--- src/rtl/fir_sample_window_pkg.sv ---
// fir_sample_window_pkg: shared constants for the FIR sample-ingest delay line.
// Holds the default geometry and the handshake state encoding.
package fir_sample_window_pkg;

  localparam int DEF_DATA_WIDTH = 16;
  localparam int DEF_NUM_REGS   = 8;

  typedef enum logic [1:0] {
    FILL   = 2'd0,
    HOLD   = 2'd1,
    STEADY = 2'd2
  } state_t;

endpackage

--- src/rtl/fir_sample_window_tap_shift_reg.sv ---
// tap_shift_reg: parameterised delay line with shift enable and synchronous clear.
// Tap 0 (least significant slice) holds the newest sample.
module tap_shift_reg #(
  parameter int DATA_WIDTH = 16,
  parameter int NUM_REGS   = 8
) (
  input  logic                           clk,
  input  logic                           rst,
  input  logic                           en,
  input  logic                           clr,
  input  logic [DATA_WIDTH-1:0]          din,
  output logic [NUM_REGS*DATA_WIDTH-1:0] taps
);

  // Shift a new sample into tap 0 and drop the oldest; clear wins over shifting.
  always_ff @(posedge clk or posedge rst) begin
    if (rst) begin
      taps <= '0;
    end else if (clr) begin
      taps <= '0;
    end else if (en) begin
      taps <= {taps[(NUM_REGS-1)*DATA_WIDTH-1:0], din};
    end
  end

endmodule

--- src/rtl/fir_sample_window.sv ---
// fir_sample_window: sample-ingest delay line that presents each complete tap
// window exactly once to the MAC over a valid/ready handshake.
// Optional feature macro FIR_ZERO_PREFILL_EN: when defined, taps count as
// zero-prefilled and every accepted sample presents a window.
module fir_sample_window
  import fir_sample_window_pkg::*;
#(
  parameter int DATA_WIDTH = DEF_DATA_WIDTH,
  parameter int NUM_REGS   = DEF_NUM_REGS
) (
  input  logic                             clk,
  input  logic                             rst,
  input  logic                             s_valid,
  output logic                             s_ready,
  input  logic [DATA_WIDTH-1:0]            s_data,
  input  logic                             flush,
  output logic                             win_valid,
  input  logic                             win_ready,
  output logic [NUM_REGS*DATA_WIDTH-1:0]   win_data,
  output logic [$clog2(NUM_REGS+1)-1:0]    fill_count
);

  localparam int            CW         = $clog2(NUM_REGS + 1);
  localparam logic [CW-1:0] COUNT_FULL = CW'(NUM_REGS);
  localparam logic [CW-1:0] COUNT_LAST = CW'(NUM_REGS - 1);

  state_t state;
  logic   accept;
  logic   completes_window;

  // A held window blocks new samples unless the MAC takes it this very cycle,
  // which lets accept and consume overlap with no bubble.
  assign s_ready = (state != HOLD) || win_ready;
  assign accept  = s_valid && s_ready && !flush;

`ifdef FIR_ZERO_PREFILL_EN
  assign completes_window = 1'b1;
`else
  assign completes_window = (fill_count == COUNT_LAST);
`endif

  tap_shift_reg #(
    .DATA_WIDTH (DATA_WIDTH),
    .NUM_REGS   (NUM_REGS)
  ) u_taps (
    .clk  (clk),
    .rst  (rst),
    .en   (accept),
    .clr  (flush),
    .din  (s_data),
    .taps (win_data)
  );

  // Handshake FSM with registered win_valid and saturating fill counter; flush overrides everything.
  always_ff @(posedge clk or posedge rst) begin
    if (rst) begin
      state      <= FILL;
      win_valid  <= 1'b0;
      fill_count <= '0;
    end else if (flush) begin
      state      <= FILL;
      win_valid  <= 1'b0;
      fill_count <= '0;
    end else begin
      if (accept && (fill_count != COUNT_FULL)) begin
        fill_count <= fill_count + 1'b1;
      end
      case (state)
        FILL: begin
          if (accept && completes_window) begin
            state     <= HOLD;
            win_valid <= 1'b1;
          end
        end
        HOLD: begin
          if (win_ready && !s_valid) begin
            state     <= STEADY;
            win_valid <= 1'b0;
          end
        end
        STEADY: begin
          if (accept) begin
            state     <= HOLD;
            win_valid <= 1'b1;
          end
        end
        default: begin
          state     <= FILL;
          win_valid <= 1'b0;
        end
      endcase
    end
  end

endmodule

--- config.mk ---
export PLATFORM = sky130hd
export DESIGN_NAME = fir_sample_window
export DESIGN_NICKNAME = d
export VERILOG_FILES = /design/src/rtl/fir_sample_window_pkg.sv /design/src/rtl/fir_sample_window_tap_shift_reg.sv /design/src/rtl/fir_sample_window.sv
export SDC_FILE = /design/constraint.sdc
export NUM_CORES = 1
export LEC_CHECK = 0
export ABC_AREA = 1
export BUFFER_PORTS_ARGS = -buffer_cell sky130_fd_sc_hd__buf_2
export CAP_MARGIN = 20
export CORE_UTILIZATION = 45
export DETAILED_ROUTE_END_ITERATION = 16
export PLACE_DENSITY = 0.7
export RECOVER_POWER = 25
export SLEW_MARGIN = 20
export SYNTH_ARGS = -nofsm -noshare
export SYNTH_HDL_FRONTEND = slang
export SYNTH_SLANG_ARGS = --single-unit
--- constraint.sdc ---
create_clock -name clk -period 5.3 [get_ports clk]
set_input_delay 1.06 -clock clk [delete_from_list [all_inputs] [get_ports clk]]
set_output_delay 1.06 -clock clk [all_outputs]
set_load 0.01 [all_outputs]
==> After elaboration in Yosys (flattened, before gate mapping) <==
Index checks and enable logic that the tools add are counted.
{ "word_totals": {"register_bits": 135, "in_bits": 21, "wordCells": 39} }
{ "classes": {"n_eq_ne": 8, "reduce_logical": 12, "add_sub_neg": 1, "n_mux": 14} }
{ "op_table": {"columns": ["cell", "n"], "rows": [
  ["128-bit two-way mux", 2],
  ["3-bit != test (second input constant)", 3],
  ["2-bit two-way mux", 4],
  ["4-bit two-way mux", 2],
  ["2-bit case mux with 3 select lines", 1],
  ["1-bit logical AND", 5],
  ["4-bit by 1-bit adder with 4-bit output (second input constant)", 1],
  ["4-bit by 3-bit == test with 1-bit output (second input constant)", 1],
  ["1-bit two-way mux", 4],
  ["4-bit != test (second input constant)", 1],
  ["2-bit nonzero test", 2],
  ["1-bit case mux with 3 select lines", 1],
  ["3-bit AND reduction", 1],
  ["2-bit by 1-bit == test with 1-bit output (second input constant)", 1],
  ["2-bit == test (second input constant)", 1],
  ["1-bit logical NOT", 2],
  ["2-bit logical NOT", 1],
  ["2-bit by 1-bit != test with 1-bit output (second input constant)", 1],
  ["1-bit logical OR", 1]
]} }

==> Depth between registers and ports, before layout <==
Gate-level depths: netlist of run 1.
{ "depth": {"word_depth": 8, "ltp_mapped": 8, "ltp_nobuf": 8} }

==> By module <==
A second synthesis of run 1 with hierarchy kept.
{ "unflattened": {"cells_unflattened": 614, "area_unflattened_um2": 5451.5} }
{ "by_module_without_submodules": {"columns": ["module", "n_inst", "seq_area_each_um2", "area_per_inst_um2", "cells_each"], "rows": [
  ["tap_shift_reg", 1, 3203.1, 5031.1, 557],
  ["fir_sample_window", 1, 150.1, 420.4, 57]
]} }

==> Worst setup path before layout of run 1 <==
Ideal clock, no wire load.
{ "synth_path": {"path_kind": "input -> output", "startpoint": "input port win_ready", "endpoint": "output port s_ready", "setup_slack_ns": 3.002, "cell_stages": 2, "arrival_time_ns": 1.238, "cell_sequence": "inv_1 nand3_2"} }
{ "synth_between": {"elab_chain_cells": 1} }
{ "synth_rtl": {"columns": ["element", "line_no", "text"], "rows": [
  ["from (decl)", "fir_sample_window.sv:18", "input logic win_ready,"],
  ["1-bit logical OR", "fir_sample_window.sv:33", "assign s_ready = (state != HOLD) || win_ready;"],
  ["to (decl)", "fir_sample_window.sv:14", "output logic s_ready,"]
]} }
Every way passes these cells.

==> Worst setup path after layout of run 1 <==
{ "layout_path": {"startpoint": "input port flush", "endpoint": "register u_taps.taps[114]"} }
{ "layout_between": {"elab_chain_cells": 3, "elab_cells_between_ends": 4, "cone_classes": "mux (1); reduce/logical (3)"} }
{ "layout_rtl": {"columns": ["element", "line_no", "text"], "rows": [
  ["from (decl)", "fir_sample_window.sv:16", "input logic flush,"],
  ["1-bit logical NOT", "fir_sample_window.sv:34", "assign accept = s_valid && s_ready && !flush;"],
  ["1-bit logical AND", "fir_sample_window.sv:34", null],
  ["2-bit nonzero test (no source line)", null, null],
  ["to (signal assigned)", "fir_sample_window_tap_shift_reg.sv:22", "taps <= {taps[(NUM_REGS-1)*DATA_WIDTH-1:0], din};"],
  ["to (decl)", "fir_sample_window_tap_shift_reg.sv:12", "output logic [NUM_REGS*DATA_WIDTH-1:0] taps"]
]} }
Several ways; a longest one is shown, not always the timed one.
A chain may end at the register's enable or synchronous reset.

==> qor.yml, run 1 <==
drv_slew: 0
antenna_found_initial: 0
clockBufferDepth: 2
grt_overflow: 0
hp-class: "flop to flop"
p_per_area_nw_per_um2: 362.7
max-cap-violations: 0
p_leak_uw: 0.003357
finalSetupViolations: 0
nets: 658
die_area_sq_um: 13100
syn_avg_cell_area_sq_um: 11.63
ant_nets: 0
wl_met3_um: 921
die_h_um: 114.4
root_buffer: "clkbuf_16"
io_buffers: 154
fmax_mhz: 327.3
postSynthCellCount: 489
ys_seq_elements: 134
viasPerCell: 4.815
cts_tree: "done"
tns_ps: 0
max-vdd-ir-drop_mv: 0.2477
rsz0062_at_grt: "false"
grt_pass1_vias: 3883
m1WireLength_um: 5391
status: "finished, final reports clean"
worst_setup_path_end_kind: "flop"
area_delta_synth_final_pct: 24.50
tightest_slew_ps: 1047
ios: 155
worstSetupPathType: "primary input to flop"
synth_area_sq_um: 5689
cp_max_fo: 113
relSlewSlack: 0.3014
design_area_sq_um: 7083
routed_wirelength_um: 11740
required_ps: 5600
hold_viol_final: 0
clk_pin_slew_ps: 50
cts-buffers-inserted: 17
grt_usage: 0.1911
initial_utilization: 0.4678
htreeDepth: 4
clkSinkCount: 134
startpoint: "flush"
period_needed_ps: 3055
yosysWarnings: 0
chipWidth_um: 114.4
hp-start: "u_taps.taps[126]"
wl_met2_um: 5302
drtIter0Drc: 272
grt_first_pass_wirelength_um: 19100
gp_congestion: 0.7396
clk_latency_ps: 410
drcViolationCount: 0
core_area_sq_um: 12160
firstDrtPassIters: 4
diodes: 0
postCtsHoldBufs: 0
top_layer: "met4"
arrival_ps: 3350
clock_skew_ps: 4.976
yosysSeqAreaShare: 0.5894
wire_per_inst_um: 14.39
fp-row-count: 40
yosysUniqueCellTypes: 22
start_kind: "primary input"
synth_nets: 512
via_count: 3929
cts-resized-gates: 0
reg2reg_from: "state[0]"
drive_gt1_frac: 0.3935
place_area_sq_um: 6464
cts_setup_buffers: 0
hpwl_um: 7769
post-route-period-util: 0.5764
grt_max_degree: 114
[worst max-delay path, stage by stage]
cell	delay, ps
clkbuf_1	110
inv_1	770
nand2_8	650
inv_2	480
nand2_1	110
o21ai_0	100
[area by class of cell]
cell class	count	area (sq um)
multi-input cells	201	1642
clock buffers	23	498.0
fillers	1015	5079
clock inverters	9	145.1
well taps	168	210.2
repair buffers	155	754.5
inverters	126	480.5
flip-flops and latches	134	3353
[worst paths after layout]
check,depth (start not counted),slack [ps],end
min in group asynchronous,2,780,state[0]
min reg2reg,2,480,u_taps.taps[126]
min,2,480,u_taps.taps[126]
max,6,2250,u_taps.taps[114]
max in group asynchronous,3,3420,u_taps.taps[89]
max reg2reg,6,3220,u_taps.taps[114]
[flip-flops by register name, summed over array words and instances, names as in the netlist]
| register | cells |
|---|---|
| u_taps.taps | 128 |
| fill_count | 4 |
| state | 2 |
[power breakdown]
group          internal [uW]  leakage [uW]  switching, uW
sequential              1050       0.00186           21.6
clock                    846      0.000323            403
combinational           67.4       0.00118            178
[placed cells by master (no fill, tap or decap)]
master     netlist  layout
clkinv_2         0       5
nand3_1         25      25
nor2_1           7       7
inv_2            3       2
buf_2            5     135
nor3_1           1       1
bufinv_16        0       4
nand2_2          3       1
inv_4            1       1
clkbuf_1         4      20
inv_1          122     122
nand3_2          1       1
o21ai_0         32      32
buf_4            0       1
o22ai_2         80      80
xor2_1           1       1
nor3b_1          1       1
ha_1             2       2
nand2_1         30      30
clkbuf_16        0      17
o22ai_1         16      16
dfrtp_1        134     134
nand4_1          1       1
clkbuf_8         0       5
inv_6            0       1
nand2_8          0       2
nand3b_1         1       1
[metal layers]
metal / vias up / track usage
met5: - / 0
met3: 12 / 0.07888
met1: 1883 / 0.2493
met2: 141 / 0.2881
met4: 0 / 0.06494
li1: 1893 / -
[metrics by stage]
step           instances    util  power, uW  hold slack [ps]  setup slack, ps
2_1_floorplan        489       -       1287            517.8            657.2
3_3_place_gp         784  0.5315       1332            461.4             2394
3_5_place_dp         784  0.5315       1341            468.4             2287
4_1_cts              816  0.5844       2597            481.8             2676
5_1_grt              816  0.5824       2672            509.9             2001
6_report             816  0.5824       2569            482.6             2245
[Yosys cell counts (all sizes together)]
cell / count / area (sq um)
ha: 2 / 25.02
nand3b: 1 / 7.510
nand4: 1 / 6.260
xor2: 1 / 8.760
nor3b: 1 / 7.510
buf: 24 / 231.5
nand2: 33 / 131.4
nor2: 7 / 26.28
o22ai: 96 / 1101
dfrtp: 134 / 3353
nand3: 26 / 135.1
nor3: 1 / 5.000
clkbuf: 4 / 15.01
o21ai: 32 / 160.2
inv: 126 / 475.5
[kinds of logic (layout without fill, tap and decap cells)]
| kind of cell | count (synthesis) | in the layout | share of synthesized area |
|---|---|---|---|
| compound gates | 128 | 128 | 0.2217 |
| xor+xnor | 1 | 1 | 0.001540 |
| fa+ha+maj | 2 | 2 | 0.004398 |
| buf+inv | 154 | 313 | 0.1269 |
| flops | 134 | 134 | 0.5894 |
| simple gates | 70 | 70 | 0.05608 |
Note: power is estimated with default switching activity, not from simulation.
==> inputs of run 2 (changes only) <==
- PLACE_DENSITY: 0.7 -> 0.73
- clock period: 5.3 -> 2.74 ns (I/O delays scaled with it)
==> qor.yml, run 2 (synthesis gave the netlist of run 1 again) <==
die_area_sq_um: 13100  # unchanged
max-vdd-ir-drop_mv: 0.3643  # +47%
multiInputGateArea_sq_um: 1642  # unchanged
tightest_slew_ps: 1594  # +547.0 ps
relSlewSlack: -0.06834  # -0.3698
arrival_ps: 2090  # -1260 ps
cts-resized-gates: 0  # unchanged
cts_setup_buffers: 0  # unchanged
ios: 155  # unchanged
root_buffer: "clkbuf_16"
p_per_area_nw_per_um2: 682.2  # +88%
violations: "max-capacitance violations, max-slew violations"
rsz0062_at_grt: "false"
grt_first_pass_wirelength_um: 19400  # +1.6%
cp_max_fo: 69  # -39%
routed_wirelength_um: 12170  # +3.6%
clock_skew_ps: 7.153  # +2.177 ps
seq_area_sq_um: 3353  # unchanged
p_leak_uw: 0.003464  # +3.2%
layout_commonest_cell: "buf_2"
start_kind: "primary input"
hold_viol_final: 0  # unchanged
drtIter0Drc: 232  # -15%
period_needed_ps: 1780
hp-class: "primary input to flop"
reg2reg_slack_ps: 990  # -2230 ps
worstSetupPathType: "primary input to flop"
viasPerCell: 4.869  # +1.1%
dp.cells: 794  # +1.3%
clk_latency_ps: 410  # about the same
grt_overflow: 0  # unchanged
status: "finished with violations"
final_cell_mix: "buf_2, dfrtp_1, inv_1, o22ai_2, o21ai_0"
clkSinkCount: 134  # unchanged
core_area_sq_um: 12160  # unchanged
io_buffers: 154  # unchanged
required_ps: 3050  # -2550 ps
tns_ps: 0  # unchanged
via_count: 4017  # +2.2%
firstDrtPassIters: 4  # unchanged
m1WireLength_um: 5549  # +2.9%
post-route-period-util: 0.6495
wl_met2_um: 5424  # +2.3%
antenna_found_initial: 0  # unchanged
cts-buffers-inserted: 17  # unchanged
fillers: 1028  # +1.3%
grt_max_degree: 70  # -39%
initial_utilization: 0.4678  # unchanged
largest_reg_flops: 128  # unchanged
gp_congestion: 0.7678  # +3.8%
reg_top3: "u_taps.taps x128, fill_count x4, state x2"
clk_pin_slew_ps: 50  # about the same
htreeDepth: 4  # unchanged
ant_nets: 0  # unchanged
hpwl_um: 8532  # +9.8%
grt_pass1_vias: 3934  # +1.3%
cts_tree: "done"
chipWidth_um: 114.4  # unchanged
instances_no_fill: 825  # +1.1%
drv_slew: 33  # +33
die_h_um: 114.4  # unchanged
wl_met3_um: 932  # +1.2%
clockBufferDepth: 2  # unchanged
postCtsHoldBufs: 0  # unchanged
drcViolationCount: 0  # unchanged
fmax_mhz: 561.9
worst_setup_path_end_kind: "flop"
top_layer: "met4"
fp-row-count: 40  # unchanged
drive_gt1_frac: 0.4292  # +0.03571
area_delta_synth_final_pct: 26.17
wire_per_inst_um: 14.75  # +2.5%
finalSetupViolations: 0  # unchanged
nets: 668  # +1.5%
diodes: 0  # unchanged
top_register: "u_taps.taps"
max-cap-violations: 1  # +1
grt_usage: 0.1943  # +0.003199
[run 2: cell types whose count changed in the layout (fill, tap and decap cells not counted), moves of 2 or more]
cell / delta
buf_2: +19
clkinv_2: -2
buf_4: +6
clkbuf_1: -17
buf_12: +3
[run 2: cell type report]
| cell class | count | share of cell area |
|---|---|---|
| sequential | 134 | 0.4671 |
| multi-input combinational | 201 | 0.2287 |
| timing repair buffer | 165 | 0.1236 |
| clock buffer | 23 | 0.06798 |
| inverter | 126 | 0.06641 |
| tap | 168 | 0.02928 |
| clock inverter | 8 | 0.01691 |
[run 2: per-layer routing]
layer | vias to the layer above | track usage
met2 | 152 | 0.2857
met3 | 25 | 0.07147
li1 | 1911 | -
met5 | - | 0
met4 | 0 | 0.08918
met1 | 1929 | 0.2561
[run 2: worst max-delay path, cell delays in order]
cell and delay [ps]:
buf_2 120, inv_2 420, nand2_8 410, inv_2 360
nand2_1 100, o21ai_0 110
[run 2: where the power goes]
| part | internal, uW | switching [uW] | leakage, uW | total (uW) |
|---|---|---|---|---|
| Clock | 1520 | 794 | 0.000299 | 2310 |
| Combinational | 155 | 349 | 0.00131 | 504 |
| Sequential | 2040 | 42.0 | 0.00186 | 2080 |
| Total | 3710 | 1190 | 0.00346 | 4900 |
[run 2: stage by stage]
| step | power, uW | instance area, sq um | hold slack [ps] | utilization | setup WS, ps |
|---|---|---|---|---|---|
| after floorplan | 2490 | 5693 | 517.8 | - | 526.8 |
| after global placement | 2603 | 6575 | 461.3 | 0.5406 | 665.1 |
| after detailed placement | 2619 | 6575 | 467.7 | 0.5406 | 571.0 |
| after CTS | 4933 | 7184 | 288.2 | 0.5907 | 984.7 |
| after global routing | 5090 | 7178 | 383.5 | 0.5902 | 679.4 |
| final | 4897 | 7178 | 370.7 | 0.5902 | 960.4 |
[run 2: final timing paths]
kind | startpoint | end | cells past startpoint
setup reg to reg | state[1] | u_taps.taps[24] | 7
min in group asynchronous | rst | u_taps.taps[42] | 2
max in group asynchronous | rst | u_taps.taps[50] | 3
hold / removal | s_data[14] | u_taps.taps[14] | 3
hold reg to reg | u_taps.taps[113] | u_taps.taps[113] | 2
setup / recovery | flush | u_taps.taps[125] | 6
